`src/rtl/cpu_perf_pkg.sv`:
```
// Shared definitions for the pipeline performance monitor: FSM states and
// read-port address map.
package cpu_perf_pkg;

  typedef enum logic [1:0] {
    PERF_IDLE = 2'd0,
    PERF_RUN  = 2'd1,
    PERF_DONE = 2'd2
  } perf_state_e;

  localparam logic [2:0] PERF_ADDR_CYCLE  = 3'd0;
  localparam logic [2:0] PERF_ADDR_STALL  = 3'd1;
  localparam logic [2:0] PERF_ADDR_FLUSH  = 3'd2;
  localparam logic [2:0] PERF_ADDR_RETIRE = 3'd3;
  localparam logic [2:0] PERF_ADDR_TRACE  = 3'd4;

  localparam int PERF_NUM_CNT = 4;

endpackage

```
`src/rtl/perf_sat_counter.sv`:
```
// Saturating event counter: clears on clr_i, otherwise counts inc_i while en_i,
// sticking at all-ones. cnt_d_o exposes the value the next edge will load.
module perf_sat_counter #(
  parameter int CNT_W = 32
) (
  input  logic             clk_i,
  input  logic             rst_n_i,
  input  logic             en_i,
  input  logic             inc_i,
  input  logic             clr_i,
  output logic [CNT_W-1:0] cnt_o,
  output logic [CNT_W-1:0] cnt_d_o
);

  logic [CNT_W-1:0] cnt_q, cnt_d;

  always_comb begin
    cnt_d = cnt_q;
    if (clr_i) begin
      cnt_d = '0;
    end else if (en_i && inc_i && (cnt_q != '1)) begin
      cnt_d = cnt_q + CNT_W'(1);
    end
  end

  always_ff @(posedge clk_i or negedge rst_n_i) begin
    if (!rst_n_i) begin
      cnt_q <= '0;
    end else begin
      cnt_q <= cnt_d;
    end
  end

  assign cnt_o   = cnt_q;
  assign cnt_d_o = cnt_d;

endmodule

```
`src/rtl/pipe_perf_monitor.sv`:
```
// Pipeline performance monitor: cycle/stall/flush/retire counters with an
// atomic shadow snapshot and a registered read port. Optional flush-PC trace
// ring enabled by PERF_FLUSH_TRACE_EN (TRACE_DEPTH must be a power of 2, >= 2).
module pipe_perf_monitor
  import cpu_perf_pkg::*;
#(
  parameter int CNT_W       = 32,
  parameter int MAX_CYCLES  = 100,
  parameter int TRACE_DEPTH = 4
) (
  input  logic             clk_i,
  input  logic             rst_n_i,
  input  logic             start_i,
  input  logic             stall_i,
  input  logic             flush_i,
  input  logic             retire_i,
  input  logic [31:0]      pc_i,
  input  logic             snap_i,
  input  logic             clr_i,
  input  logic             rd_req_i,
  input  logic [2:0]       rd_addr_i,
  output logic             rd_valid_o,
  output logic [CNT_W-1:0] rd_data_o,
  output logic             running_o,
  output logic             done_o
);

  localparam logic [CNT_W:0] MAX_EXT = (CNT_W+1)'(MAX_CYCLES);

  perf_state_e      state_q, state_d;
  logic             run;
  logic             hit;
  logic             done_entry;
  logic [PERF_NUM_CNT-1:0] inc;
  logic [CNT_W-1:0] live_q   [PERF_NUM_CNT];
  logic [CNT_W-1:0] live_d   [PERF_NUM_CNT];
  logic [CNT_W-1:0] shadow_q [PERF_NUM_CNT];
  logic [CNT_W-1:0] shadow_d [PERF_NUM_CNT];
  logic             rd_valid_q, rd_valid_d;
  logic [CNT_W-1:0] rd_data_q, rd_data_d;
  logic [CNT_W-1:0] rd_word;
  logic [CNT_W-1:0] trace_word;

  assign run = (state_q == PERF_RUN);

  // Index order matches the read address map; a branch stall counts as a flush only.
  assign inc = {retire_i, flush_i, stall_i & ~flush_i, 1'b1};

  generate
    for (genvar gi = 0; gi < PERF_NUM_CNT; gi++) begin : g_cnt
      perf_sat_counter #(.CNT_W(CNT_W)) u_cnt (
        .clk_i   (clk_i),
        .rst_n_i (rst_n_i),
        .en_i    (run),
        .inc_i   (inc[gi]),
        .clr_i   (clr_i),
        .cnt_o   (live_q[gi]),
        .cnt_d_o (live_d[gi])
      );
    end
  endgenerate

  assign hit = (MAX_CYCLES != 0) && run && (live_q[0] != '1) &&
               (({1'b0, live_q[0]} + (CNT_W+1)'(1)) == MAX_EXT);
  assign done_entry = hit && !clr_i;

  always_comb begin
    state_d = state_q;
    if (clr_i) begin
      state_d = PERF_IDLE;
    end else begin
      case (state_q)
        PERF_IDLE: if (start_i) state_d = PERF_RUN;
        PERF_RUN: begin
          if (hit)           state_d = PERF_DONE;
          else if (!start_i) state_d = PERF_IDLE;
        end
        PERF_DONE: state_d = PERF_DONE;
        default:   state_d = PERF_IDLE;
      endcase
    end
  end

  // DONE entry captures the post-update totals; a plain snap captures pre-edge values.
  always_comb begin
    for (int i = 0; i < PERF_NUM_CNT; i++) begin
      shadow_d[i] = shadow_q[i];
      if (done_entry) begin
        shadow_d[i] = live_d[i];
      end else if (snap_i) begin
        shadow_d[i] = live_q[i];
      end
    end
  end

  always_comb begin
    case (rd_addr_i)
      PERF_ADDR_CYCLE:  rd_word = shadow_q[0];
      PERF_ADDR_STALL:  rd_word = shadow_q[1];
      PERF_ADDR_FLUSH:  rd_word = shadow_q[2];
      PERF_ADDR_RETIRE: rd_word = shadow_q[3];
      default:          rd_word = trace_word;
    endcase
    rd_valid_d = rd_req_i;
    rd_data_d  = rd_req_i ? rd_word : rd_data_q;
  end

  always_ff @(posedge clk_i or negedge rst_n_i) begin
    if (!rst_n_i) begin
      state_q    <= PERF_IDLE;
      rd_valid_q <= 1'b0;
      rd_data_q  <= '0;
      for (int i = 0; i < PERF_NUM_CNT; i++) begin
        shadow_q[i] <= '0;
      end
    end else begin
      state_q    <= state_d;
      rd_valid_q <= rd_valid_d;
      rd_data_q  <= rd_data_d;
      for (int i = 0; i < PERF_NUM_CNT; i++) begin
        shadow_q[i] <= shadow_d[i];
      end
    end
  end

`ifdef PERF_FLUSH_TRACE_EN
  localparam int PTR_W = $clog2(TRACE_DEPTH);

  logic [31:0]      ring_q  [TRACE_DEPTH];
  logic [31:0]      ring_d  [TRACE_DEPTH];
  logic [31:0]      sring_q [TRACE_DEPTH];
  logic [31:0]      sring_d [TRACE_DEPTH];
  logic [PTR_W-1:0] ptr_q, ptr_d;
  logic [PTR_W-1:0] sptr_q, sptr_d;
  logic [2:0]       trace_k;
  logic [PTR_W-1:0] rd_idx;

  always_comb begin
    ring_d = ring_q;
    ptr_d  = ptr_q;
    if (clr_i) begin
      for (int i = 0; i < TRACE_DEPTH; i++) begin
        ring_d[i] = '0;
      end
      ptr_d = '0;
    end else if (run && flush_i) begin
      ring_d[ptr_q] = pc_i;
      ptr_d         = ptr_q + PTR_W'(1);
    end
  end

  always_comb begin
    sring_d = sring_q;
    sptr_d  = sptr_q;
    if (done_entry) begin
      sring_d = ring_d;
      sptr_d  = ptr_d;
    end else if (snap_i) begin
      sring_d = ring_q;
      sptr_d  = ptr_q;
    end
  end

  // Entry k back from the newest sits just behind the snapshotted write pointer.
  always_comb begin
    trace_k    = rd_addr_i - PERF_ADDR_TRACE;
    rd_idx     = sptr_q - PTR_W'(1) - PTR_W'(trace_k[1:0]);
    trace_word = '0;
    if (int'(trace_k[1:0]) < TRACE_DEPTH) begin
      trace_word = CNT_W'(sring_q[rd_idx]);
    end
  end

  always_ff @(posedge clk_i or negedge rst_n_i) begin
    if (!rst_n_i) begin
      ptr_q  <= '0;
      sptr_q <= '0;
      for (int i = 0; i < TRACE_DEPTH; i++) begin
        ring_q[i]  <= '0;
        sring_q[i] <= '0;
      end
    end else begin
      ptr_q   <= ptr_d;
      sptr_q  <= sptr_d;
      ring_q  <= ring_d;
      sring_q <= sring_d;
    end
  end
`else
  logic unused_trace;

  assign trace_word   = '0;
  assign unused_trace = ^{pc_i, (TRACE_DEPTH > 0)};
`endif

  assign rd_valid_o = rd_valid_q;
  assign rd_data_o  = rd_data_q;
  assign running_o  = (state_q == PERF_RUN);
  assign done_o     = (state_q == PERF_DONE);

endmodule

```
`config.mk`:
```
export PLATFORM = sky130hd
export DESIGN_NAME = pipe_perf_monitor
export DESIGN_NICKNAME = d
export VERILOG_FILES = /design/src/rtl/cpu_perf_pkg.sv /design/src/rtl/perf_sat_counter.sv /design/src/rtl/pipe_perf_monitor.sv
export SDC_FILE = /design/constraint.sdc
export NUM_CORES = 1
export LEC_CHECK = 0
export CAP_MARGIN = 0
export CORE_MARGIN = 4
export CORE_UTILIZATION = 44
export CTS_BUF_LIST = sky130_fd_sc_hd__clkbuf_4 sky130_fd_sc_hd__clkbuf_8
export DETAILED_ROUTE_END_ITERATION = 6
export SYNTH_ARGS = -nofsm -noshare
export SYNTH_HDL_FRONTEND = slang
export SYNTH_SLANG_ARGS = --single-unit
export TNS_END_PERCENT = 20
```
`constraint.sdc`:
```
create_clock -name clk_i -period 3.56 [get_ports clk_i]
set_input_delay 0.712 -clock clk_i [delete_from_list [all_inputs] [get_ports clk_i]]
set_output_delay 0.712 -clock clk_i [all_outputs]
set_load 0.02 [all_outputs]
```
==> results of run 1 <==
## through the flow
step / TNS [ns] / instances / cell area (µm²)
after global routing: -0.657 / 2149 / 17700
after CTS: 0 / 2138 / 17500
after global placement: -0.225 / 2051 / 16500
after floorplan: 0 / 1572 / 15100
final: -0.0136 / 2149 / 17700
after detailed placement: -0.962 / 2051 / 16500
## worst paths after layout
kind                            slack [ns]                       end               startpoint  cells past startpoint
worst max-delay path                 -0.01              shadow_q[52]  g_cnt[0].u_cnt.cnt_o[0]                     13
worst min-delay path                  0.05  g_cnt[0].u_cnt.cnt_o[31]                  rst_n_i                      1
worst max register to register       -0.01              shadow_q[52]  g_cnt[0].u_cnt.cnt_o[0]                     13
worst min register to register        0.48                state_q[0]               state_q[1]                      1
max in group asynchronous             2.70              shadow_q[76]                  rst_n_i                      2
min in group clk_i                    0.48                state_q[0]               state_q[1]                      1
## placed cells by master (no fill, tap or decap), types with 19 or more instances in the layout
| master | netlist | final |
|---|---|---|
| a21oi_1 | 21 | 19 |
| a22oi_1 | 64 | 64 |
| a31oi_1 | 34 | 34 |
| and3_1 | 29 | 28 |
| buf_4 | 10 | 92 |
| clkbuf_8 | 0 | 64 |
| clkdlybuf4s50_1 | 0 | 42 |
| dfrtp_1 | 291 | 291 |
| inv_1 | 21 | 20 |
| mux2i_1 | 50 | 49 |
| nand2_1 | 112 | 112 |
| nand3_1 | 58 | 57 |
| nand4_1 | 53 | 53 |
| nor2_1 | 246 | 246 |
| nor3_1 | 86 | 84 |
| o211a_1 | 27 | 27 |
| o21ai_0 | 26 | 26 |
| or3_1 | 33 | 33 |
| xnor2_1 | 65 | 65 |
| xor2_1 | 58 | 58 |
## sequential cells by signal, summed over array words and instances, names as in the netlist
name / count
g_cnt.u_cnt.cnt_o: 128
shadow_q: 128
rd_valid_o: 1
rd_data_o: 32
state_q: 2
## Yosys cell counts, types with 6 or more instances
cell type / n
nor2_1: 246
inv_1: 21
buf_4: 10
nand2b_1: 12
a2bb2oi_1: 9
o211a_1: 27
xor2_1: 58
a22oi_1: 64
nor2b_1: 7
clkbuf_1: 73
a211oi_2: 16
or2_2: 6
nand2_1: 112
xnor2_1: 65
a211oi_1: 13
nand3_1: 58
nand4_1: 53
dfrtp_1: 291
a21oi_1: 21
mux2i_1: 50
o32ai_1: 10
and3_1: 29
nor4_1: 18
a31oi_1: 34
and4_1: 14
or3_1: 33
a21o_1: 11
o21ai_0: 26
nor3_1: 86
buf_2: 25
## power by group through the flow
stage	combinational, µW	clock (µW)	sequential (µW)
floorplan	257	0	3570
global placement	567	0	3570
detailed placement	573	0	3570
CTS	574	3280	3510
global route	625	3450	3520
finish	569	3220	3510
## worst max-delay path: stages (launching register included)
cell and delay, ns:
dfrtp_1 0.36, ha_2 0.20, nand3_2 0.11, or4_4 0.55, or4b_4 0.52, a22oi_4 0.21, o2111ai_2 0.14, buf_4 0.18
nor4_4 0.38, buf_4 0.20, buf_12 0.14, buf_12 0.14, nor3_1 0.05, a211oi_1 0.29
## area by class of cell
type                       count  area, µm²  area share [%]
timing repair buffer         154       1490            8.39
tap                          448        561            3.16
sequential                   291       7280            41.1
inverter                      21       78.8           0.444
multi-input combinational   1148       7270            41.0
clock inverter                 5       40.0           0.226
clock buffer                  82       1020            5.73
## timing repair
action | 4_1_cts | 5_1_grt
gates cloned | 0 | 3
resized for setup | 2 | 15
pin swaps | 0 | 6
buffers inserted | 0 | 8
endpoints found under the setup margin | 52 | 83
## cells by family after synthesis
family,Yosys count,synth area share [%]
AOI/OAI and AO/OA,262,13.6
xor gates and xnor gates,123,7.15
adders and majority gates,5,0.415
buffers and inverters,133,3.87
DFF,291,48.4
muxes,50,3.32
and+or+nand+nor,708,23.3
## layer usage
layer / GRT usage [%] / wire [µm]
met2: 38.3 / 21000
met3: 5.11 / 3070
met5: 0 / 0
met4: 7.41 / 1250
met1: 36.7 / 21100
==> results.py, run 1 <==
metrics = {
    "power_and_ir_drop": {
        "power_density_nw_per_um2": 411,
        "fin_total_pwr_uw": 7300,
        "p_seq_share_pct": 48.1,
        "power.share.switching_pct": 25.6,
        "switchingPower_uw": 1870,
        "p_int_uw": 5430,
        "cellLeakagePower_uw": 0.00769,
        "p_comb_share_pct": 7.8,
        "peakVddDrop_uv": 224,
        "clockPowerShare_pct": 44.1,
    },
    "detailed_routing": {
        "wl_per_cell_um": 21.6,
        "wirelength_um": 46500,
        "ant_nets": 0,
        "viasPerCell": 5.88,
        "num_vias": 12600,
        "first_iter_violations": 1184,
        "dr.pass1.iters": 5,
        "drc": 0,
    },
    "yosys": {
        "synth_edf_count": 0,
        "synthesis.area_um2": 15100,
        "synth_top_area_share_pct": 48.4,
        "synthCells": 1572,
        "syn_nets": 1621,
        "syn_area_per_cell_um2": 9.58,
        "async_flop_share_pct": 100,
        "seq_area_frac_synth_pct": 48.4,
        "yosysWarnings": 0,
        "synthFlopType": "dfrtp_1",
        "synth_seq_cells": 291,
        "ys_top_cells_by_area": "dfrtp_1 48%, nor2_1 6.1%, xnor2_1 3.8%, xor2_1 3.4%, mux2i_1 3.3%",
        "yosysTopAreaCell": "dfrtp_1",
        "synth.distinct_cells": 65,
    },
    "critical_path": {
        "startpoint_type": "flip-flop",
        "cp_max_fo": 13,
        "path_class": "flip-flop to flip-flop",
        "worstPathRequired_ns": 4.08,
        "crit_path_end_kind": "flip-flop",
        "arrival_ns": 4.09,
    },
    "timing": {
        "fin_skew_ns": 0.0293,
        "worst_pin_slew_ns": 1.12,
        "final.period_utilization_pct": 100,
        "rsz0062_at_grt": "true",
        "maxSlewViolCount": 0,
        "fin_ws_ns": -0.0136,
        "relSlewSlack_pct": 24.1,
        "finalHoldViolCount": 0,
        "setup_violations": 1,
        "max_freq_mhz": 280,
        "hold_ws_ns": 0.0525,
        "fin_crit_ns": 3.57,
    },
    "global_route": {
        "track_usage_pct": 25.2,
        "overflow": 0,
        "antenna_found_initial": 0,
        "grt_max_degree": 129,
        "grt_pass1_wl_um": 72200,
        "grt_pass1_vias": 12100,
    },
    "clock_tree": {
        "path_clk_slew_ns": 0.06,
        "ctsHoldBuffers": 0,
        "cts_buffers": 52,
        "clock_latency_ns": 0.64,
        "clock_path_buffers": 3,
        "clock-sinks": 291,
        "cts_tree": "done",
        "cts_root_buffer": "clkbuf_8",
        "htreeDepth": 2,
    },
    "floorplan": {
        "io_pins": 79,
        "dieHeight_um": 193,
        "rows": 67,
        "dieWidth_um": 193,
        "initial_core_util_pct": 44.8,
        "core_um2": 33600,
        "die_area_um2": 37200,
    },
    "finish": {
        "fillers": 3098,
        "diodes": 0,
        "areaGrowthSynthToFinish_pct": 17.8,
        "layout-drive-gt1-share_pct": 14.9,
        "nNetsFinal": 1717,
        "post-route-util_pct": 52.8,
    },
    "place": {
        "hpwl_um": 31500,
        "gp_congestion": 0.897,
        "dp_slack_ns": -0.106,
        "numPortBuffers": 46,
    },
    "min_path": {
        "hold_class": "input pin to async pin",
    },
    "run_status": {
        "violations": "setup timing",
        "status": "finished with violations",
    },
    "flow_run": {
        "drv_cap": 0,
    },
}
Power figures use the tool's default switching activity.
==> run 2: changes to the inputs <==
clock period = 4 ns   (was 3.56 ns; I/O delays follow)
==> results.py, run 2 (synthesis gave the netlist of run 1 again) <==
metrics = {
    "place": {
        "gp_congestion": 0.896,
        "placed_area_um2": 16200,
        "numPortBuffers": 46,
        "hpwl_um": 30600,
    },
    "detailed_routing": {
        "dr.pass1.iters": 5,
        "viasPerCell": 5.88,
        "wirelength_um": 45700,
        "wl_per_cell_um": 21.7,
        "first_iter_violations": 958,
        "drc": 0,
        "num_vias": 12400,
        "ant_nets": 0,
    },
    "timing": {
        "fin_crit_ns": 3.73,
        "setup_violations": 0,
        "max_freq_mhz": 268,
        "tns_ns": 0,
        "final.period_utilization_pct": 93.2,
        "worst_pin_slew_ns": 0.941,
        "rsz0062_at_grt": "false",
        "finalHoldViolCount": 0,
        "relSlewSlack_pct": 37.2,
        "maxSlewViolCount": 0,
        "fin_skew_ns": 0.0382,
    },
    "finish": {
        "final_common_cell": "dfrtp_1",
        "post-route-util_pct": 51.5,
        "nNetsFinal": 1673,
        "final_cell_area_um2": 17300,
        "diodes": 0,
        "layout-drive-gt1-share_pct": 12.3,
        "layout_common_cells": "291 x dfrtp_1, 246 x nor2_1, 112 x nand2_1",
        "areaGrowthSynthToFinish_pct": 15.0,
    },
    "clock_tree": {
        "cts_root_buffer": "clkbuf_8",
        "clock_path_buffers": 3,
        "clock_latency_ns": 0.60,
        "htreeDepth": 2,
        "post_cts_buffers": 0,
        "path_clk_slew_ns": 0.06,
        "clock-sinks": 291,
        "cts_buffers": 51,
        "cts_tree": "done",
    },
    "critical_path": {
        "cp_num_buf_inv": 2,
        "cp_slowest_cell": "or4_4",
        "worstPathRequired_ns": 4.46,
        "crit_path_end_kind": "flip-flop",
        "startpoint_type": "flip-flop",
        "path_cells": "ha_1 > nand3_1 > or4_4 > o31a_1 > a211oi_1 > nand4_2 > or4_1 > buf_4 > mux2i_1 > buf_4 > o21a_1",
        "slowest_delay_ns": 0.65,
        "cp_max_fo": 11,
        "path_class": "flip-flop to flip-flop",
        "arrival_ns": 4.19,
        "critPathMostFrequentCell": "buf_4",
        "cp_top_family": "simple AND/OR/NAND/NOR gates",
    },
    "global_route": {
        "gr-usage-met1_pct": 35.7,
        "busiest_layer": "met2",
        "use_met3_pct": 4.54,
        "antenna_found_initial": 0,
        "track_usage_pct": 24.9,
        "overflow": 0,
        "grt_pass1_vias": 12100,
        "use_met2_pct": 38.7,
        "grt_pass1_wl_um": 71500,
        "grt_max_degree": 129,
    },
    "floorplan": {
        "dieHeight_um": 193,
        "rows": 67,
        "io_pins": 79,
        "core_um2": 33600,
        "die_area_um2": 37200,
        "initial_core_util_pct": 44.8,
        "dieWidth_um": 193,
    },
    "power_and_ir_drop": {
        "peakVddDrop_uv": 220,
        "power_density_nw_per_um2": 379,
        "cellLeakagePower_uw": 0.00748,
    },
    "run_status": {
        "status": "completed",
    },
    "min_path": {
        "hold_class": "input pin to async pin",
    },
    "flow_run": {
        "drv_cap": 0,
    },
}
-- run 2: cell types whose count changed in the layout (fill, tap and decap cells not counted), sizes merged --
cell and delta:
bufinv +1, clkinv +2, buf -40, inv -1
clkbuf -2
-- run 2: worst paths after layout --
kind / cells past startpoint / slack (ns) / from / end
max in group asynchronous: 2 / 2.87 / rst_n_i / g_cnt[1].u_cnt.cnt_o[28]
min: 1 / 0.24 / rst_n_i / g_cnt[0].u_cnt.cnt_o[30]
max: 11 / 0.27 / g_cnt[0].u_cnt.cnt_o[1] / shadow_q[22]
min reg2reg: 1 / 0.47 / state_q[1] / state_q[0]
min in group clk_i: 1 / 0.47 / state_q[1] / state_q[0]
max reg2reg: 11 / 0.27 / g_cnt[0].u_cnt.cnt_o[1] / shadow_q[22]
-- run 2: metrics by stage --
stage / instances / setup slack, ns / total power, µW / hold slack [ns]
detailed placement: 2019 / 0.186 / 3680 / 0.463
global placement: 2019 / 0.200 / 3670 / 0.447
global route: 2109 / 0.0353 / 6820 / 0.275
CTS: 2109 / 0.148 / 6640 / 0.230
floorplan: 1572 / 0.576 / 3410 / 0.440
finish: 2109 / 0.271 / 6570 / 0.239
-- run 2: where the power goes --
group          switching (µW)  internal (µW)  total, µW
clock network            1250           1690       2950
registers                83.5           3040       3120
logic                     310            190        500
-- run 2: area by class of cell --
| cell class | instances | area, µm² |
|---|---|---|
| Clock buffer | 83 | 1040 |
| Sequential cell | 291 | 7280 |
| Clock inverter | 7 | 60.1 |
| Timing Repair Buffer | 111 | 1080 |
| Multi-Input combinational cell | 1148 | 7220 |
| Fill cell | 3105 | 16300 |
| Inverter | 21 | 78.8 |
| Tap cell | 448 | 561 |
-- run 2: metal layers --
| layer | vias to the layer above | wire length (µm) | part of all wire [%] |
|---|---|---|---|
| met5 | - | 0 | 0 |
| met4 | 0 | 1280 | 2.8 |
| met3 | 71 | 2740 | 6.0 |
| met2 | 348 | 20700 | 45 |
| met1 | 6202 | 21000 | 46 |
| li1 | 5774 | - | - |
-- run 2: what timing repair did --
| item | 4_1_cts | 5_1_grt |
|---|---|---|
| gates resized for setup | 0 | 1 |
| hold buffers | 0 | 0 |
| endpoints found under the setup margin | 0 | 34 |
==> run 3: changes to the inputs <==
SLEW_MARGIN = 40   (was unset)
==> results.py, run 3 (synthesis gave the netlist of run 1 again) <==
metrics = {
    "finish": {
        "final_common_cell": "dfrtp_1",
        "layout-drive-gt1-share_pct": 12.3,
        "areaGrowthSynthToFinish_pct": 14.9,
        "layout_common_cells": "291 x dfrtp_1, 246 x nor2_1, 112 x nand2_1",
        "multiInputGateArea_um2": 7230,
        "nNetsFinal": 1674,
        "fillers": 3055,
        "diodes": 0,
        "post-route-util_pct": 51.4,
        "seq_area_um2": 7280,
    },
    "detailed_routing": {
        "wl_per_cell_um": 21.7,
        "dr.pass1.iters": 5,
        "wirelength_um": 45600,
        "drc": 0,
        "viasPerCell": 5.85,
        "first_iter_violations": 1080,
        "ant_nets": 0,
        "num_vias": 12300,
    },
    "clock_tree": {
        "clock-sinks": 291,
        "ctsHoldBuffers": 0,
        "cts_root_buffer": "clkbuf_8",
        "cts_buffers": 52,
        "htreeDepth": 2,
        "clock_path_buffers": 3,
        "path_clk_slew_ns": 0.06,
        "clock_latency_ns": 0.60,
        "cts_tree": "done",
    },
    "timing": {
        "tns_ns": 0,
        "maxSlewViolCount": 0,
        "final.period_utilization_pct": 93.6,
        "fin_ws_ns": 0.257,
        "fin_skew_ns": 0.0262,
        "relSlewSlack_pct": 41.9,
        "setup_violations": 0,
        "fin_crit_ns": 3.74,
        "hold_ws_ns": 0.232,
        "rsz0062_at_grt": "false",
        "max_freq_mhz": 267,
        "worst_pin_slew_ns": 0.872,
        "finalHoldViolCount": 0,
    },
    "global_route": {
        "overflow": 0,
        "antenna_found_initial": 0,
        "grt_pass1_wl_um": 71600,
        "track_usage_pct": 24.9,
        "grt_pass1_vias": 12100,
        "grt_max_degree": 129,
    },
    "critical_path": {
        "worstPathRequired_ns": 4.52,
        "startpoint_type": "flip-flop",
        "slowest_delay_ns": 0.65,
        "path_class": "flip-flop to flip-flop",
        "arrival_ns": 4.26,
        "critPathMostFrequentCell": "buf_4",
        "crit_path_end_kind": "flip-flop",
        "path_cells": "ha_1 > nand3_1 > or4_4 > o31a_1 > a211oi_1 > nand4_2 > or4_1 > buf_4 > mux2i_1 > buf_4 > o21a_1",
        "cp_max_fo": 11,
        "cp_slowest_cell": "or4_4",
    },
    "place": {
        "gp_congestion": 0.896,
        "numPortBuffers": 46,
        "hpwl_um": 30600,
        "dp_slack_ns": 0.183,
    },
    "floorplan": {
        "core_um2": 33600,
        "dieWidth_um": 193,
        "io_pins": 79,
        "rows": 67,
        "initial_core_util_pct": 44.8,
        "dieHeight_um": 193,
        "die_area_um2": 37200,
    },
    "power_and_ir_drop": {
        "cellLeakagePower_uw": 0.00746,
        "peakVddDrop_uv": 203,
        "fin_total_pwr_uw": 6490,
        "power_density_nw_per_um2": 375,
    },
    "run_status": {
        "status": "completed",
    },
    "min_path": {
        "hold_class": "input pin to async pin",
    },
    "flow_run": {
        "drv_cap": 0,
    },
}
-- run 3: area by class of cell --
| type | count | area share (%) |
|---|---|---|
| Sequential cell | 291 | 42.1 |
| Multi-Input combinational cell | 1148 | 41.8 |
| Timing Repair Buffer | 111 | 6.26 |
| Clock buffer | 81 | 5.76 |
| Tap cell | 448 | 3.24 |
| Inverter | 21 | 0.456 |
| Clock inverter | 7 | 0.362 |
-- run 3: final timing paths --
| kind | slack, ns | depth (start not counted) | startpoint | endpoint |
|---|---|---|---|---|
| worst min-delay path | 0.23 | 1 | rst_n_i | shadow_q[127] |
| worst max-delay path | 0.26 | 11 | g_cnt[0].u_cnt.cnt_o[1] | shadow_q[22] |
| worst min register to register | 0.47 | 1 | state_q[1] | state_q[0] |
| min in group clk_i | 0.47 | 1 | state_q[1] | state_q[0] |
| worst max register to register | 0.26 | 11 | g_cnt[0].u_cnt.cnt_o[1] | shadow_q[22] |
| max in group asynchronous | 2.88 | 2 | rst_n_i | shadow_q[84] |
-- run 3: repair_timing --
action	in CTS	in global routing
resized for setup	0	1
setup endpoints to repair	0	29
setup buffers	0	0
endpoints found under the hold margin	0	0
-- run 3: report_power, final --
part / switching [µW] / internal (µW) / leakage (µW)
clock network: 1240 / 1630 / 0.000567
registers: 84.3 / 3040 / 0.00388
logic: 311 / 190 / 0.00301
total: 1630 / 4860 / 0.00746
-- run 3: metal layers --
layer	vias to the layer above	track usage [%]	part of all wire, %
li1	5759	-	-
met1	6188	35.9	46
met2	314	38.6	46
met3	66	4.66	5.6
met4	0	6.89	2.5
met5	-	0	0
-- run 3: metrics by stage --
step | instance area (µm²) | instances
2_1_floorplan | 15100 | 1572
3_3_place_gp | 16200 | 2019
3_5_place_dp | 16200 | 2019
4_1_cts | 17300 | 2107
5_1_grt | 17300 | 2107
6_report | 17300 | 2107
-- run 3: worst max-delay path, delay by kind of cell (launching register included) --
kind | cells | cell delay (ns)
and+or+nand+nor | 4 | 1.73
adders and majority gates | 1 | 0.19
buffers and inverters | 2 | 0.41
DFF | 1 | 0.41
AOI/OAI and AO/OA | 3 | 0.73
muxes | 1 | 0.20
